File: src/rtl/shifter_seq_unit.sv
// Iterative 16-bit shift/rotate engine: one bit position per clock, 0-15 positions,
// start/busy/done handshake, result/carry/zero held until the next accepted start.
module shifter_seq_unit (
    input  logic        clk,
    input  logic        rst_n,
    input  logic        start,
    input  logic        dir,
    input  logic        arith,
    input  logic        rotate,
    input  logic [3:0]  count,
    input  logic [15:0] in_data,
    output logic        busy,
    output logic        done,
    output logic [15:0] out_data,
    output logic        carry,
    output logic        zero
);

    typedef enum logic [1:0] {IDLE, SHIFT, DONE} state_t;

    typedef struct packed {
        logic dir;
        logic arith;
        logic rotate;
    } op_t;

    state_t      state, state_nxt;
    op_t         op_q;
    logic [3:0]  rem_q;
    logic        fill;
    logic [15:0] shifted;
    logic        shifted_carry;

    // Rotate wins over arith; arith only matters on right shifts.
    always_comb begin
        fill          = 1'b0;
        shifted       = out_data;
        shifted_carry = carry;
        if (op_q.dir) begin
            fill          = op_q.rotate ? out_data[0] : (op_q.arith & out_data[15]);
            shifted       = {fill, out_data[15:1]};
            shifted_carry = out_data[0];
        end else begin
            fill          = op_q.rotate & out_data[15];
            shifted       = {out_data[14:0], fill};
            shifted_carry = out_data[15];
        end
    end

    always_comb begin
        state_nxt = state;
        case (state)
            IDLE:    if (start) state_nxt = (count != 4'd0) ? SHIFT : DONE;
            SHIFT:   if (rem_q == 4'd1) state_nxt = DONE;
            DONE:    state_nxt = IDLE;
            default: state_nxt = IDLE;
        endcase
    end

    always_ff @(posedge clk) begin
        if (!rst_n) begin
            state    <= IDLE;
            op_q     <= '0;
            rem_q    <= '0;
            out_data <= '0;
            carry    <= 1'b0;
        end else begin
            state <= state_nxt;
            case (state)
                IDLE: if (start) begin
                    op_q     <= '{dir: dir, arith: arith, rotate: rotate};
                    rem_q    <= count;
                    out_data <= in_data;
                    carry    <= 1'b0;
                end
                SHIFT: begin
                    out_data <= shifted;
                    carry    <= shifted_carry;
                    rem_q    <= rem_q - 4'd1;
                end
                default: ;
            endcase
        end
    end

    assign busy = (state != IDLE);
    assign done = (state == DONE);
    assign zero = (out_data == 16'h0000);

endmodule
File: config.mk
export PLATFORM = sky130hd
export DESIGN_NAME = shifter_seq_unit
export DESIGN_NICKNAME = d
export VERILOG_FILES = /design/src/rtl/shifter_seq_unit.sv
export SDC_FILE = /design/constraint.sdc
export NUM_CORES = 1
export LEC_CHECK = 0
export ABC_AREA = 1
export CORE_UTILIZATION = 46
export CTS_CLUSTER_DIAMETER = 30
export DETAILED_ROUTE_END_ITERATION = 10
export PLACE_DENSITY = 0.79
export SYNTH_ARGS = -nofsm -noshare
export SYNTH_HDL_FRONTEND = slang
export SYNTH_SLANG_ARGS = --single-unit
File: constraint.sdc
create_clock -name clk -period 1.41 [get_ports clk]
set_clock_uncertainty 0.2 [all_clocks]
set_input_delay 0.141 -clock clk [delete_from_list [all_inputs] [get_ports clk]]
set_output_delay 0.141 -clock clk [all_outputs]
set_load 0.01 [all_outputs]
==> results of run 1 <==
[critical path, delay by kind of cell (launching register included)]
family	cells	cell delay [ns]
AND/OR/NAND/NOR	3	0.49
flip-flops	1	0.35
buffers and inverters	1	0.14
[final timing paths]
kind / startpoint / to / slack (ns)
max: out_data[10]$_SDFFE_PN0P_ / zero / -0.22
min: arith / op_q[1]$_SDFFE_PN0P_ / 0.22
max reg2reg: state[0]$_SDFFE_PN0P_ / out_data[0]$_SDFFE_PN0P_ / 0.03
min reg2reg: op_q[0]$_SDFFE_PN0P_ / op_q[0]$_SDFFE_PN0P_ / 0.31
[sequential cells by signal, summed over array words and instances (netlist names)]
| name | cells |
|---|---|
| rem_q | 4 |
| carry | 1 |
| state | 2 |
| out_data | 16 |
| op_q | 3 |
[cells by family after synthesis]
family | share of synthesized area, %
xor+xnor | 0.600
flops | 35.6
compound gates | 29.6
buf+inv | 11.1
simple gates | 21.3
fa+ha+maj | 1.71
[report_power, final]
part / internal [mW] / total, mW / switching, mW
Clock: 0.287 / 0.506 / 0.218
Combinational: 0.426 / 0.908 / 0.482
Sequential: 0.838 / 0.908 / 0.0699
Total: 1.55 / 2.32 / 0.770
[per-stage QoR]
stage                     TNS [ns]  instances  hold WS [ns]  area (um^2)  setup slack [ns]
final                       -0.218        321         0.216         2190            -0.218
after global routing        -0.375        321         0.235         2190            -0.350
after CTS                   -0.210        322         0.207         2200            -0.210
after detailed placement     -2.67        316         0.263         2100            -0.286
after global placement       -2.12        316         0.261         2100            -0.292
after floorplan                  0        211        0.0759         1460             0.160
[area by class of cell]
cell class | instances | area (um^2)
Clock buffer | 3 | 22.5
Clock inverter | 1 | 30.0
Fill cell | 243 | 833
Inverter | 16 | 71.3
Multi-Input combinational cell | 157 | 843
Sequential cell | 26 | 549
Tap cell | 44 | 55.1
Timing Repair Buffer | 74 | 623
[what timing repair did]
action,in CTS,in global routing
pin swaps,4,5
gates resized for setup,67,46
buffers inserted,2,1
setup endpoints to repair,20,32
[placed cells by master (no fill, tap or decap), drive strengths merged]
master	netlist	final
dfxtp	26	26
buf	9	33
nor4	4	4
xor2	1	1
clkdlybuf4s50	0	25
ha	2	2
dlygate4sd2	0	1
o211ai	1	1
nor2	33	33
clkinvlp	0	1
inv	16	15
clkbuf	3	18
bufinv	0	1
nand2	28	28
nand3	8	8
a21oi	40	40
o21ai	39	39
a31oi	1	1
[routing by layer]
metal	GRT usage [%]	vias up	share of wire (%)
met2	43.5	50	49
met3	2.64	4	4.9
met4	8.16	0	0.88
li1	-	844	-
met5	0	-	0
met1	35.9	757	45
==> out/results.ini, run 1 <==
[floorplan]
die_area_mm2=0.00340
pin_count=46
start_util_pct=48.2
fp-row-count=20
die_w_um=58.3
die_h_um=58.3
core_area_mm2=0.00303

[logic_synthesis]
yosysSeqAreaShare_pct=35.6
synth_area_mm2=0.00146
synth_top_cell_area_share_pct=35.6
synthTopCellsByArea=dfxtp_1, a21oi_1, o21ai_0
synth_ff_type=dfxtp_1
synth_most_common_cell=a21oi_1
synthTopCellsByCount=a21oi_1, nor2_1, o21ai_0, dfxtp_1, nand2_1
synth_nets=239
synth_largest_area_cell=dfxtp_1
async_flop_share_pct=0
netlist_instances=211
synth_edf_count=0
synth-seq-cells=26
postSynthAreaPerCell_um2=6.92
yosysUniqueCellTypes=24
yosysWarnings=0

[min_path]
whs_path_depth=3
hp-class=input pin to flip-flop

[critical_path]
cp-start-kind=flip-flop
required_ns=1.07
path_max_fanout=2
cp_data_arrival_time_ns=1.29
critical_path_class=flip-flop to output port
reg2regPathDepth=6
timing.critical_path.cells=nor4_2, nand2_1, nor2_1, buf_2
slowest_delay_ns=0.35
cp-end-kind=output port
slowest_stage=dfxtp_2

[grt]
grt_usage_pct=26.2
grt_pass1_wl_um=6820
grt_pass1_vias=1515
gr-total-overflow=0
grt_max_degree=23
antenna_found_initial=0

[drt]
vias_per_cell=5.16
drtIter0Drc=101
vias=1655
post-route-drc-count=0
ant_nets=0
drt_pass1_iterations=4
wl_per_cell_um=13.4
drt_wl_total_um=4310

[cts]
clockBufferDepth=2
worstSkewPairLatency_ns=0.31
cts_buffers=3
h-tree-depth=1
hold_buffers=0
numClockSinks=26
clkTransAtPathRegs_ns=0.14
root_buffer=clkbuf_4
cts_tree=yes

[timing]
fmax_ghz=0.614
tightestPinTransition_ns=0.233
max_slew_margin_pct=84.3
fin_crit_ns=1.63
hold_viol=0
finalMaxSlewViolations=0
rsz0062_at_grt=yes
layout_setup_ws_ns=-0.218
setup-violations-final=1
fin_crit_sh_pct=115

[placement]
dp_hpwl_um=2880
routabilityCongestion=0.868
io_buffers=45

[run_status]
violations=negative setup slack
status=complete, but fails checks

[power_and_ir_drop]
pwr_density_cell_mw_per_mm2=1060
ir_drop_uv=873
leakagePower_nw=0.924
power.total_mw=2.32

[flow_run]
maxCapViolCount=0

[layout]
diodes=0
final_core_util_pct=72.5
finalNetCount=306
area_delta_synth_final_pct=50.3
drive_gt1_share_pct=33.6

(Power assumes the default switching activity.)
==> run 2, diff against run 1 <==
CORE_UTILIZATION = 30   (was 46)
PLACE_DENSITY = 0.56   (was 0.79)
==> run 2 against run 1 <==
Final cell count is 2.8% higher. Global-route usage down 10 points. Critical path depth unchanged. Hold slack better by 0.037 ns. Largest cell class unchanged. Non-clock buffer count is 1 lower. The flow still finishes with violations (negative setup slack). Clock power is 6.5% lower. Utilization fell by 25 points. Sequential cell count unchanged. Maximum frequency grew 5.7%.
==> out/results.ini, run 2 (same netlist as run 1, synthesis figures left out) <==
[critical_path]
slowest_delay_ns=0.34  ; about the same
path_max_fanout=2  ; unchanged
required_ns=1.07  ; about the same
critical_path_class=flip-flop to output port
reg2reg_setup_slack_ns=0.10  ; +0.07 ns
cp-end-kind=output port
reg2regPathDepth=6  ; unchanged
slowest_stage=dfxtp_2
cp-start-kind=flip-flop
cp_data_arrival_time_ns=1.20  ; -0.09 ns
timing.critical_path.cells=nor4_4, nand2_1, nor2_1, buf_2

[cts]
hold_buffers=0  ; unchanged
clkTransAtPathRegs_ns=0.09  ; -0.05 ns
clockBufferDepth=2  ; unchanged
h-tree-depth=1  ; unchanged
cts_tree=yes
cts_buffers=3  ; unchanged
numClockSinks=26  ; unchanged
root_buffer=clkbuf_8
worstSkewPairLatency_ns=0.26  ; -0.05 ns
cts_setup_buffers=0  ; -2

[drt]
drt_pass1_iterations=4  ; unchanged
vias=1590  ; -3.9%
drt_wl_total_um=4090  ; -5.1%
wl_per_cell_um=12.4  ; -7.7%
post-route-drc-count=0  ; unchanged
ant_nets=0  ; unchanged
drtIter0Drc=56  ; -45%
vias_per_cell=4.82  ; -6.5%

[layout]
diodes=0  ; unchanged
largest_reg_flops=16  ; unchanged
finalNetCount=305  ; -0.33%
area_delta_synth_final_pct=53.0
final_cell_mix=a21oi_1, nor2_1, nand2_1, clkdlybuf4s50_1, buf_4
final_common_cell=a21oi_1
fin_cells=330  ; +2.8%
top_regs=out_data: 16 flops, rem_q: 4 flops, op_q: 3 flops
regMostFlops=out_data
drive_gt1_share_pct=22.1  ; -11 points
final_core_util_pct=47.6  ; -25 points

[grt]
gr-total-overflow=0  ; unchanged
grt_use_met3_pct=1.97  ; -0.67 points
grt_pass1_wl_um=6760  ; -0.91%
use_met1_pct=21.5  ; -14 points
grt_usage_pct=16.2  ; -10 points
top_usage_layer=met2
grt_pass1_vias=1496  ; -1.3%
antenna_found_initial=0  ; unchanged
grtUsageMet2_pct=28.6  ; -15 points
grt_max_degree=23  ; unchanged

[run_status]
violations=negative setup slack
status=complete, but fails checks

[floorplan]
die_h_um=71.8  ; +23%
pin_count=46  ; unchanged
die_area_mm2=0.00515  ; +51%
die_w_um=71.8  ; +23%
core_area_mm2=0.00469  ; +55%
start_util_pct=31.1  ; -17 points
fp-row-count=25  ; +25%

[min_path]
hp-class=input pin to flip-flop
whs_path_depth=3  ; unchanged

[timing]
fin_crit_sh_pct=109  ; -6.3 points
hold_viol=0  ; unchanged
fin_crit_ns=1.54  ; -0.0884 ns
hold_ws_ns=0.254  ; +0.0373 ns
finalMaxSlewViolations=0  ; unchanged
layout_setup_ws_ns=-0.129  ; +0.0884 ns
tightestPinTransition_ns=0.217  ; -0.0159 ns
rsz0062_at_grt=yes
fmax_ghz=0.650  ; +5.7%
setup-violations-final=1  ; unchanged
max_slew_margin_pct=85.4  ; +1.1 points

[power_and_ir_drop]
ir_drop_uv=463  ; -47%
pwr_density_cell_mw_per_mm2=1010  ; -4.3%
switching_share_pct=32.9  ; -0.25 points
leakagePower_nw=0.957  ; +3.7%
combPwrFrac_pct=39.2  ; about the same
switchingPower_uw=745  ; -3.3%
p_int_mw=1.52  ; -2.2%
p_clk_share_pct=20.9  ; -0.9 points
seqPwrFrac_pct=39.9  ; +0.8 points
power.total_mw=2.26  ; -2.6%

[placement]
dp_hpwl_um=2990  ; +4.0%
routabilityCongestion=0.743  ; -14%
placed_cells_incl_taps=326  ; +3.2%
io_buffers=45  ; unchanged

[flow_run]
maxCapViolCount=0  ; unchanged

-- run 2: changes by cell type in the layout (fill, tap and decap cells not counted), sizes merged --
| cell | change |
|---|---|
| dlygate4sd2 | +15 |
| buf | -4 |
| clkdlybuf4s15 | +2 |
| bufinv | -1 |
| clkbuf | -13 |
-- run 2: path summary, 6_finish.rpt --
check                            start                        to
max          out_data[13]$_SDFFE_PN0P_                      zero
min                              arith      op_q[1]$_SDFFE_PN0P_
max reg2reg      state[1]$_SDFFE_PN0P_  out_data[7]$_SDFFE_PN0P_
min reg2reg         carry$_SDFFE_PN0P_        carry$_SDFFE_PN0P_
-- run 2: timing repair --
action                                  4_1_cts  5_1_grt
resized for setup                            29       28
endpoints found under the hold margin         0        0
pin swaps                                     2        4
endpoints found under the setup margin       20       18
-- run 2: critical path: cells and delay by family, from the launching register on --
kind                   cells  cell delay [ns]
buffers and inverters      1             0.14
and+or+nand+nor            3             0.45
DFF                        1             0.34
-- run 2: routing by layer --
layer / wire, um / share of wire (%)
met1: 1960 / 48
met2: 1980 / 48
met3: 148 / 3.6
met4: 12 / 0.29
met5: 0 / 0
-- run 2: final cells by class --
class                   instances  area, um^2
clock buffers                   4        55.1
multi-input cells             157         825
fillers                       491        2460
inverters                      16        71.3
flip-flops and latches         26         536
well taps                      54        67.6
repair buffers                 73         681
-- run 2: power by group through the flow --
stage               Clock, mW  Combinational, mW  Sequential, mW
floorplan                   0              0.420           0.947
global placement            0              0.906           0.895
detailed placement          0              0.909           0.896
CTS                     0.486              0.868           0.886
global route            0.509              0.983           0.914
finish                  0.473              0.886           0.902
-- run 2: stage by stage --
stage	TNS (ns)	area, um^2	setup slack, ns
after floorplan	0	1460	0.160
after global placement	-1.93	2140	-0.285
after detailed placement	-1.97	2140	-0.304
after CTS	-0.145	2190	-0.145
after global routing	-0.173	2230	-0.173
final	-0.129	2230	-0.129
